**src/rtl/imem_loader_pkg.sv**
```systemverilog
// Shared types and constants for the UART instruction-memory loader.
package imem_loader_pkg;

  localparam logic [7:0] SYNC_BYTE = 8'hA5;
  localparam int         BYTE_W    = 8;
  localparam int         LEN_W     = 16;
  localparam int         WORD_W    = 32;

  typedef enum logic [2:0] {
    ST_SYNC,
    ST_LEN_LO,
    ST_LEN_HI,
    ST_DATA,
    ST_CHK,
    ST_DONE,
    ST_ERR
  } ld_state_e;

  typedef enum logic [1:0] {
    RX_IDLE,
    RX_START,
    RX_DATA,
    RX_STOP
  } rx_state_e;

endpackage

```
**src/rtl/uart_rx_byte.sv**
```systemverilog
// 8N1 UART byte receiver: input synchroniser, mid-bit sampling, stop-bit check.
module uart_rx_byte
  import imem_loader_pkg::*;
#(
  parameter int CLKS_PER_BIT = 868
) (
  input  logic              clk,
  input  logic              rst,
  input  logic              rx_in,
  output logic              byte_valid,
  output logic [BYTE_W-1:0] byte_data,
  output logic              frame_err
);

  localparam int                CNT_W   = $clog2(CLKS_PER_BIT);
  localparam logic [CNT_W-1:0]  HALF_M1 = CNT_W'(CLKS_PER_BIT / 2 - 1);
  localparam logic [CNT_W-1:0]  FULL_M1 = CNT_W'(CLKS_PER_BIT - 1);

  rx_state_e         state_q, state_d;
  logic [1:0]        sync_q;
  logic [CNT_W-1:0]  cnt_q, cnt_d;
  logic [2:0]        bit_q, bit_d;
  logic [BYTE_W-1:0] shift_q, shift_d;
  logic              valid_q, valid_d;
  logic              err_q, err_d;
  logic              rx_s;

  assign rx_s = sync_q[1];

  always_ff @(posedge clk or negedge rst) begin
    if (!rst) begin
      sync_q  <= 2'b11;
      state_q <= RX_IDLE;
      cnt_q   <= '0;
      bit_q   <= '0;
      shift_q <= '0;
      valid_q <= 1'b0;
      err_q   <= 1'b0;
    end else begin
      sync_q  <= {sync_q[0], rx_in};
      state_q <= state_d;
      cnt_q   <= cnt_d;
      bit_q   <= bit_d;
      shift_q <= shift_d;
      valid_q <= valid_d;
      err_q   <= err_d;
    end
  end

  always_comb begin
    state_d = state_q;
    cnt_d   = cnt_q;
    bit_d   = bit_q;
    shift_d = shift_q;
    valid_d = 1'b0;
    err_d   = 1'b0;
    case (state_q)
      RX_IDLE: begin
        if (!rx_s) begin
          state_d = RX_START;
          cnt_d   = HALF_M1;
        end
      end
      RX_START: begin
        if (cnt_q == '0) begin
          // Line back high at mid start bit: a glitch, not a byte.
          if (rx_s) begin
            state_d = RX_IDLE;
          end else begin
            state_d = RX_DATA;
            cnt_d   = FULL_M1;
            bit_d   = '0;
          end
        end else begin
          cnt_d = cnt_q - 1'b1;
        end
      end
      RX_DATA: begin
        if (cnt_q == '0) begin
          shift_d = {rx_s, shift_q[BYTE_W-1:1]};
          cnt_d   = FULL_M1;
          if (bit_q == 3'd7) state_d = RX_STOP;
          else               bit_d   = bit_q + 1'b1;
        end else begin
          cnt_d = cnt_q - 1'b1;
        end
      end
      RX_STOP: begin
        if (cnt_q == '0) begin
          state_d = RX_IDLE;
          if (rx_s) valid_d = 1'b1;
          else      err_d   = 1'b1;
        end else begin
          cnt_d = cnt_q - 1'b1;
        end
      end
      default: state_d = RX_IDLE;
    endcase
  end

  assign byte_valid = valid_q;
  assign byte_data  = shift_q;
  assign frame_err  = err_q;

endmodule

```
**src/rtl/imem_loader.sv**
```systemverilog
// Frame parser that writes a UART-delivered image into instruction memory
// and holds the core in reset until a frame with a good checksum completes.
//   state  | meaning
//   SYNC   | after reset, waiting for 0xA5
//   LEN_LO | expecting length low byte
//   LEN_HI | expecting length high byte, range check
//   DATA   | assembling and writing words
//   CHK    | expecting XOR checksum
//   DONE   | image good, core released
//   ERR    | frame aborted, core held
module imem_loader
  import imem_loader_pkg::*;
#(
  parameter int CLKS_PER_BIT = 868,
  parameter int ADDR_W       = 10,
  parameter int TIMEOUT_CYC  = 1_000_000
) (
  input  logic              clk,
  input  logic              rst,
  input  logic              rx_in,
  output logic              imem_we,
  output logic [ADDR_W-1:0] imem_addr,
  output logic [WORD_W-1:0] imem_wdata,
  output logic              core_hold,
  output logic              load_done,
  output logic              load_err
);

  localparam int               TMO_W   = $clog2(TIMEOUT_CYC + 1);
  localparam logic [TMO_W-1:0] TMO_LD  = TMO_W'(TIMEOUT_CYC);
  localparam logic [LEN_W:0]   MAX_LEN = (LEN_W + 1)'(2 ** ADDR_W);

  logic              byte_valid;
  logic [BYTE_W-1:0] byte_data;
  logic              frame_err;

  uart_rx_byte #(.CLKS_PER_BIT(CLKS_PER_BIT)) u_rx (
    .clk        (clk),
    .rst        (rst),
    .rx_in      (rx_in),
    .byte_valid (byte_valid),
    .byte_data  (byte_data),
    .frame_err  (frame_err)
  );

  ld_state_e         state_q, state_d;
  logic [BYTE_W-1:0] len_lo_q, len_lo_d;
  logic [LEN_W-1:0]  words_left_q, words_left_d;
  logic [1:0]        idx_q, idx_d;
  logic [23:0]       word_q, word_d;
  logic [BYTE_W-1:0] chk_q, chk_d;
  logic [TMO_W-1:0]  tmo_q, tmo_d;
  logic              we_q, we_d;
  logic [ADDR_W-1:0] addr_q, addr_d;
  logic [WORD_W-1:0] wdata_q, wdata_d;
  logic              hold_q, hold_d;
  logic              done_q, done_d;
  logic              err_q, err_d;
  logic              in_frame;

  always_ff @(posedge clk or negedge rst) begin
    if (!rst) begin
      state_q      <= ST_SYNC;
      len_lo_q     <= '0;
      words_left_q <= '0;
      idx_q        <= '0;
      word_q       <= '0;
      chk_q        <= '0;
      tmo_q        <= '0;
      we_q         <= 1'b0;
      addr_q       <= '0;
      wdata_q      <= '0;
      hold_q       <= 1'b1;
      done_q       <= 1'b0;
      err_q        <= 1'b0;
    end else begin
      state_q      <= state_d;
      len_lo_q     <= len_lo_d;
      words_left_q <= words_left_d;
      idx_q        <= idx_d;
      word_q       <= word_d;
      chk_q        <= chk_d;
      tmo_q        <= tmo_d;
      we_q         <= we_d;
      addr_q       <= addr_d;
      wdata_q      <= wdata_d;
      hold_q       <= hold_d;
      done_q       <= done_d;
      err_q        <= err_d;
    end
  end

  assign in_frame = (state_q == ST_LEN_LO) || (state_q == ST_LEN_HI) ||
                    (state_q == ST_DATA)   || (state_q == ST_CHK);

  always_comb begin
    state_d      = state_q;
    len_lo_d     = len_lo_q;
    words_left_d = words_left_q;
    idx_d        = idx_q;
    word_d       = word_q;
    chk_d        = chk_q;
    tmo_d        = tmo_q;
    we_d         = 1'b0;
    addr_d       = addr_q;
    wdata_d      = wdata_q;
    hold_d       = hold_q;
    done_d       = done_q;
    err_d        = err_q;

    if (we_q) addr_d = addr_q + ADDR_W'(1);

    if (in_frame) begin
      if (byte_valid)          tmo_d = TMO_LD;
      else if (tmo_q != '0)    tmo_d = tmo_q - 1'b1;
    end

    case (state_q)
      ST_SYNC, ST_DONE, ST_ERR: begin
        if (byte_valid && byte_data == SYNC_BYTE) begin
          state_d = ST_LEN_LO;
          hold_d  = 1'b1;
          done_d  = 1'b0;
          err_d   = 1'b0;
          addr_d  = '0;
          chk_d   = '0;
          idx_d   = '0;
          tmo_d   = TMO_LD;
        end
      end
      ST_LEN_LO: begin
        if (byte_valid) begin
          len_lo_d = byte_data;
          chk_d    = chk_q ^ byte_data;
          state_d  = ST_LEN_HI;
        end
      end
      ST_LEN_HI: begin
        if (byte_valid) begin
          chk_d        = chk_q ^ byte_data;
          words_left_d = {byte_data, len_lo_q};
          idx_d        = '0;
          if ({byte_data, len_lo_q} == '0) begin
            state_d = ST_CHK;
          end else if ({1'b0, byte_data, len_lo_q} > MAX_LEN) begin
            state_d = ST_ERR;
            err_d   = 1'b1;
          end else begin
            state_d = ST_DATA;
          end
        end
      end
      ST_DATA: begin
        if (byte_valid) begin
          chk_d = chk_q ^ byte_data;
          idx_d = idx_q + 1'b1;
          case (idx_q)
            2'd0: word_d[7:0]   = byte_data;
            2'd1: word_d[15:8]  = byte_data;
            2'd2: word_d[23:16] = byte_data;
            default: begin
              we_d         = 1'b1;
              wdata_d      = {byte_data, word_q};
              words_left_d = words_left_q - 1'b1;
              if (words_left_q == LEN_W'(1)) state_d = ST_CHK;
            end
          endcase
        end
      end
      ST_CHK: begin
        if (byte_valid) begin
          if (byte_data == chk_q) begin
            state_d = ST_DONE;
            hold_d  = 1'b0;
            done_d  = 1'b1;
          end else begin
            state_d = ST_ERR;
            err_d   = 1'b1;
          end
        end
      end
      default: state_d = ST_SYNC;
    endcase

    // Framing errors and idle timeout abort any frame in progress.
    if (in_frame && (frame_err || (!byte_valid && tmo_q == '0))) begin
      state_d = ST_ERR;
      err_d   = 1'b1;
    end
  end

  assign imem_we    = we_q;
  assign imem_addr  = addr_q;
  assign imem_wdata = wdata_q;
  assign core_hold  = hold_q;
  assign load_done  = done_q;
  assign load_err   = err_q;

endmodule

```
**config.mk**
```make
export PLATFORM = sky130hd
export DESIGN_NAME = imem_loader
export DESIGN_NICKNAME = d
export VERILOG_FILES = /design/src/rtl/imem_loader_pkg.sv /design/src/rtl/uart_rx_byte.sv /design/src/rtl/imem_loader.sv
export SDC_FILE = /design/constraint.sdc
export NUM_CORES = 1
export LEC_CHECK = 0
export CAP_MARGIN = 20
export CORE_ASPECT_RATIO = 1.75
export CORE_MARGIN = 8
export CORE_UTILIZATION = 45
export CTS_CLUSTER_SIZE = 30
export DETAILED_ROUTE_END_ITERATION = 10
export MAX_ROUTING_LAYER = met4
export PLACE_DENSITY = 0.59
export SLEW_MARGIN = 20
export SYNTH_ARGS = -nofsm -noshare
export SYNTH_HDL_FRONTEND = slang
export SYNTH_SLANG_ARGS = --single-unit
```
**constraint.sdc**
```tcl
create_clock -name clk -period 3.1 [get_ports clk]
set_clock_uncertainty 0.05 [all_clocks]
set_input_delay 0.31 -clock clk [delete_from_list [all_inputs] [get_ports clk]]
set_output_delay 0.31 -clock clk [all_outputs]
set_load 0.02 [all_outputs]
```
Word level (Yosys, flattened, before mapping)
Index checks and enable logic that the tools add are counted.
- bits in registers: 154
- output and inout bits: 46
- input port bits: 3
- $lt $le $gt $ge: 1
- bitwise operators: 2
- add/sub/neg operators: 6
- equal/unequal tests: 41
- multiplexer cells: 73
- reductions and logical operators: 39
- operator list (kind ; count):
    20-bit 2-to-1 mux ; 5
    10-bit 2-to-1 mux ; 8
    16-bit 2-to-1 mux ; 3
    3-bit 2-to-1 mux ; 14
    10-bit one-hot mux with 4 select lines ; 1
    16-bit one-hot mux with 2 select lines ; 1
    1-bit 2-to-1 mux ; 21
    20-bit zero test ; 1
    2-bit 2-to-1 mux ; 10
    20-bit nonzero test ; 1
    20-bit by 1-bit subtractor with 20-bit output (second input constant) ; 1
    2-bit by 1-bit != test with 1-bit output (second input constant) ; 9
    3-bit by 1-bit != test with 1-bit output (second input constant) ; 6
    3-bit AND reduction ; 6
    16-bit by 1-bit == test with 1-bit output (second input constant) ; 1
    16-bit by 11-bit > comparator with 1-bit output (second input constant) ; 1
    16-bit zero test ; 1
    8-bit 2-to-1 mux ; 2
    8-bit one-hot mux with 2 select lines ; 1
    16-bit by 1-bit subtractor with 16-bit output (second input constant) ; 1
    3-bit one-hot mux with 5 select lines ; 1
    7-bit AND reduction ; 2
    3-bit == test (second input constant) ; 4
    2-bit != test (second input constant) ; 6
    32 further kinds ; 55

Depth between registers and ports, before layout
- word-level depth: 7
- depth in mapped cells: 9
- gate-level depth less buffers: 7

Modules after synthesis
A second synthesis with hierarchy kept.
- cells, all modules: 718
- area, all modules: 7661.1 um^2
- by module, submodules not included (module ; instances ; area each (um^2) ; cells an instance):
    imem_loader ; 1 ; 6054.6 ; 568
    uart_rx_byte ; 1 ; 1606.5 ; 150

Least setup slack after synthesis
Ideal clock, no wire load.
- path type: reg-to-reg
- start: register u_rx.cnt_q[0]
- end: register u_rx.cnt_q[2]
- path slack: 0.661 ns
- stages on the path, launching flop included: 10
- path buffers: 2
- required time: 2.929 ns
- arrival time: 2.268 ns
- cell sequence: dfrtp_1 -> inv_1 -> ha_1 -> or4b_1 -> buf_2 -> or4_4 -> buf_6 -> o21ai_4 -> nor2_1 -> a22o_1
- longest elaborated chain between the ends: 3
- elaborated cells between the ends (all ways): 9
- those cells by class: 1 x add/sub; 2 x eq/ne; 4 x mux; 2 x reduce/logical
- ends and longest elaborated chain (what ; line ; source):
    from (decl) ; uart_rx_byte.sv:21 ; logic [CNT_W-1:0] cnt_q, cnt_d;
    from (signal assigned) ; uart_rx_byte.sv:42 ; cnt_q <= cnt_d;
    10-bit by 1-bit subtractor with 10-bit output or 10-bit zero test (tied branches) ; -- ;
    10-bit 2-to-1 mux, or another cell as far along ; uart_rx_byte.sv:89 ; if (cnt_q == '0) begin
    10-bit one-hot mux with 4 select lines or 3-bit AND reduction (tied branches) ; -- ;
Several ways; a longest one is shown, not always the timed one. The select of a mux whose other input is x is not followed.
A chain may end at the register's enable or synchronous reset.

Final worst setup path
- start: register u_rx.cnt_q[0]
- end: register u_rx.shift_q[3] (netlist: u_rx.byte_data[3])
- longest elaborated chain between the ends: 2
- ends and longest elaborated chain (what ; line ; source):
    10-bit zero test ; uart_rx_byte.sv:79 ; if (cnt_q == '0) begin
    2-bit AND reduction (no source line) ; -- ;
    to (signal assigned) ; uart_rx_byte.sv:44 ; shift_q <= shift_d;
    to (decl) ; uart_rx_byte.sv:23 ; logic [BYTE_W-1:0] shift_q, shift_d;
No other way between the ends.

==> qor.tcl <==
set qor(route.detailed.drc) 0
set qor(holdBufCountCts) 1
set qor(hpwl_detailed_um) 12800
set qor(crit_path_cell_trace) {inv_1, ha_1, or4b_1, nor4_2, nand2_1, mux2_2}
set qor(seq_power_share) 0.478
set qor(ir_worst_vdd_uv) 368
set qor(timing.critical_path.required_ns) 3.36
set qor(grt_first_pass_wirelength_um) 30700
set qor(wl_um) 18400
set qor(synth-main-ff-cell) {sky130_fd_sc_hd__dfrtp_1}
set qor(crit_path_top_delay_cell) {sky130_fd_sc_hd__or4b_1}
set qor(number_of_global_route_vias_before_repair) 6126
set qor(p_sw_frac) 0.243
set qor(clock_power_share) 0.510
set qor(synthesis.area_mm2) 0.00770
set qor(synthDistinctLibCells) 68
set qor(drt-wirelength-per-cell_um) 18.2
set qor(pin_count_of_the_biggest_net_entering_global_routing) 86
set qor(status) {completed}
set qor(layout_setup_ws_ns) 0.446
set qor(grt_antenna_before_repair) 0
set qor(end_kind) {register}
set qor(n_antenna_cell) 0
set qor(layout.cell_area.non_filler_mm2) 0.00909
set qor(switch_pwr_uw) 1020
set qor(timing.fmax_mhz) 377
set qor(r2r_cells) 6
set qor(synth_top_area_cell) {sky130_fd_sc_hd__dfrtp_1}
set qor(cts_setup_buffers) 0
set qor(initial_cell_density_of_the_core) 0.456
set qor(detail_route_antenna_nets) 0
set qor(die_height_um) 189
set qor(final.fill_count) 1556
set qor(drtIter0Drc) 354
set qor(clkSinkCount) 154
set qor(yosysMostFrequentCell) {sky130_fd_sc_hd__dfrtp_1}
set qor(syn_nets) 746
set qor(grt_setup_unrepaired) {no}
set qor(cpLargestDelayFamily) {simple AND/OR/NAND/NOR gates}
set qor(start_kind) {register}
set qor(worst_r2r_endpoint) {u_rx.byte_data[3]}
set qor(netlist.area_leader.share) 0.491
set qor(die_width_um) 115
set qor(drt_first_pass_iters) 4
set qor(worstPathArrival_ns) 2.91
set qor(grt_overflow_total) 0
set qor(synth_edf_count) 0
set qor(finalNonFillerCells) 1013
set qor(gp_routability_congestion) 0.863
set qor(internal_power_uw) 3190
set qor(post-route-min-period_ns) 2.65
set qor(final.period_utilization) 0.856
set qor(max_slew.worst_pin.slew_ns) 0.798
set qor(critPathBufInv) 1
set qor(powerDensity_mw_per_mm2) 463
set qor(critical_path.max_stage_delay_ns) 0.58
set qor(yosysSeqAreaShare) 0.501
set qor(clock_tree.root_cell) {sky130_fd_sc_hd__clkbuf_16}
set qor(fin_nets) 793
set qor(synth.area.top_cells) {sky130_fd_sc_hd__dfrtp_1, sky130_fd_sc_hd__mux2_2, sky130_fd_sc_hd__o21ai_0}
set qor(timing_worst_setup_path_type) {register to register}
set qor(power_frac_comb) 0.011
set qor(design.portCount) 49
set qor(drv_slew) 0
set qor(fp-row-count) 63
set qor(ys_ff_latch) 154
set qor(drive_gt1_frac) 0.183
set qor(share_of_flip_flops_with_an_asynchronous_set_or_reset_after_synthesis) 1.00
set qor(rrSetupSlack_ns) 0.45
set qor(worst_hold_path_type) {input pin to register}
set qor(cts-buffers-inserted) 17
set qor(detailed_place.area_mm2) 0.00846
set qor(min_path_cells) 1
set qor(dp_slack_ns) 0.475
set qor(synth.cells.most_frequent) {sky130_fd_sc_hd__dfrtp_1, sky130_fd_sc_hd__mux2_2, sky130_fd_sc_hd__nor2_1, sky130_fd_sc_hd__o21ai_0, sky130_fd_sc_hd__a21oi_1}
set qor(grt_use_total) 0.183
set qor(yosysWarningCount) 0
set qor(cts-resized-gates) 0
set qor(finalHoldViolCount) 0
set qor(cap_viol_max_count) 0
set qor(final.setup.tns_ns) 0
set qor(timing.hold.worst_endpoint) {u_rx.sync_q[0]}
set qor(hold_ws_ns) 0.236
set qor(setup_viol) 0
set qor(hold_path_startpoint) {rx_in}
set qor(dr_total_vias) 5826
set qor(worst_setup_hold_path_clk_slew_ns) 0.07
set qor(max-clock-path-buffers) 2
set qor(critical_path.max_fanout) 8
set qor(buffer_ports.inserted) 48
set qor(htreeDepth) 4
set qor(slew_headroom) 0.468
set qor(area_growth_pct) 18.1
set qor(syn_avg_cell_area_um2) 10.6
set qor(power.leakage_uw) 0.00427
set qor(detail_route.vias_per_cell) 5.75
set qor(worstSkewPairLatency_ns) 0.43
set qor(cts_tree) {yes}
set qor(die-area_mm2) 0.0217
set qor(dp_cells) 980
set qor(cells_after_synthesis) 726
set qor(reg_to_reg_critical_path_startpoint) {u_rx.cnt_q[0]}
set qor(coreArea_mm2) 0.0169
-- cell usage in the layout, fill, tap and decap left out, types with 18 or more instances in the layout --
master	n
sky130_fd_sc_hd__xor2_1	24
sky130_fd_sc_hd__nand3_1	21
sky130_fd_sc_hd__clkdlybuf4s50_1	47
sky130_fd_sc_hd__nor3_1	18
sky130_fd_sc_hd__o21ai_0	54
sky130_fd_sc_hd__mux2_2	75
sky130_fd_sc_hd__nand2_1	33
sky130_fd_sc_hd__a21oi_1	35
sky130_fd_sc_hd__dfrtp_1	151
sky130_fd_sc_hd__nor2_1	69
-- layer usage --
metal / routed length (um) / vias up / track usage
met3: 649 / 46 / 0.0376
met4: 576 / 0 / 0.0829
met2: 9920 / 144 / 0.321
met5: 0 / - / -
li1: - / 2742 / -
met1: 7290 / 2894 / 0.192
-- power by group through the flow --
| stage | logic, uW | registers, uW | clock network, uW |
|---|---|---|---|
| global route | 57.2 | 2010 | 2280 |
| global placement | 49.0 | 2050 | 0 |
| finish | 47.4 | 2010 | 2150 |
| floorplan | 3.00 | 2050 | 0 |
| detailed placement | 50.0 | 2050 | 0 |
| CTS | 51.1 | 2010 | 2200 |
-- flip-flops by register name (all words and copies together) (netlist names), 8 cells and up, named ones only --
signal,count
u_rx.cnt_q,10
tmo_q,20
imem_addr,10
chk_q,8
word_q,24
len_lo_q,8
words_left_q,16
imem_wdata,32
u_rx.byte_data,8
-- per-stage QoR --
step / utilization / power [uW]
after global placement: 0.501 / 2100
after detailed placement: 0.501 / 2100
final: 0.539 / 4210
after CTS: 0.539 / 4260
after floorplan: - / 2050
after global routing: 0.539 / 4350
-- worst max-delay path by stage --
stage / start / to / slack [ns] / depth (start not counted)
after detailed placement: u_rx.cnt_q[0] / u_rx.byte_data[3] / 0.48 / 6
after CTS: u_rx.cnt_q[0] / u_rx.byte_data[3] / 0.45 / 6
after global placement: u_rx.cnt_q[0] / u_rx.cnt_q[2] / 0.56 / 7
final: u_rx.cnt_q[0] / u_rx.byte_data[3] / 0.45 / 6
after floorplan: u_rx.cnt_q[0] / u_rx.cnt_q[2] / 0.66 / 9
after global routing: u_rx.cnt_q[0] / u_rx.byte_data[3] / 0.27 / 6
-- cell families (layout without fill, tap and decap cells) --
family          Yosys count  after routing  share of synthesized area
simple gates            226            226                      0.154
compound gates          161            161                      0.136
flops                   154            154                      0.501
mux                      82             82                      0.119
buf+inv                  57            117                     0.0291
xor+xnor                 29             29                     0.0330
fa+ha+maj                17             17                     0.0276
-- area by class of cell --
type	count	area [um^2]	share of cell area
clock buffers	17	425	0.0468
clock inverters	15	199	0.0219
inverters	18	67.6	0.00743
multi-input cells	515	3620	0.398
flip-flops and latches	154	3860	0.424
well taps	227	284	0.0312
repair buffers	67	639	0.0703
Note: power is estimated with default switching activity, not from simulation.
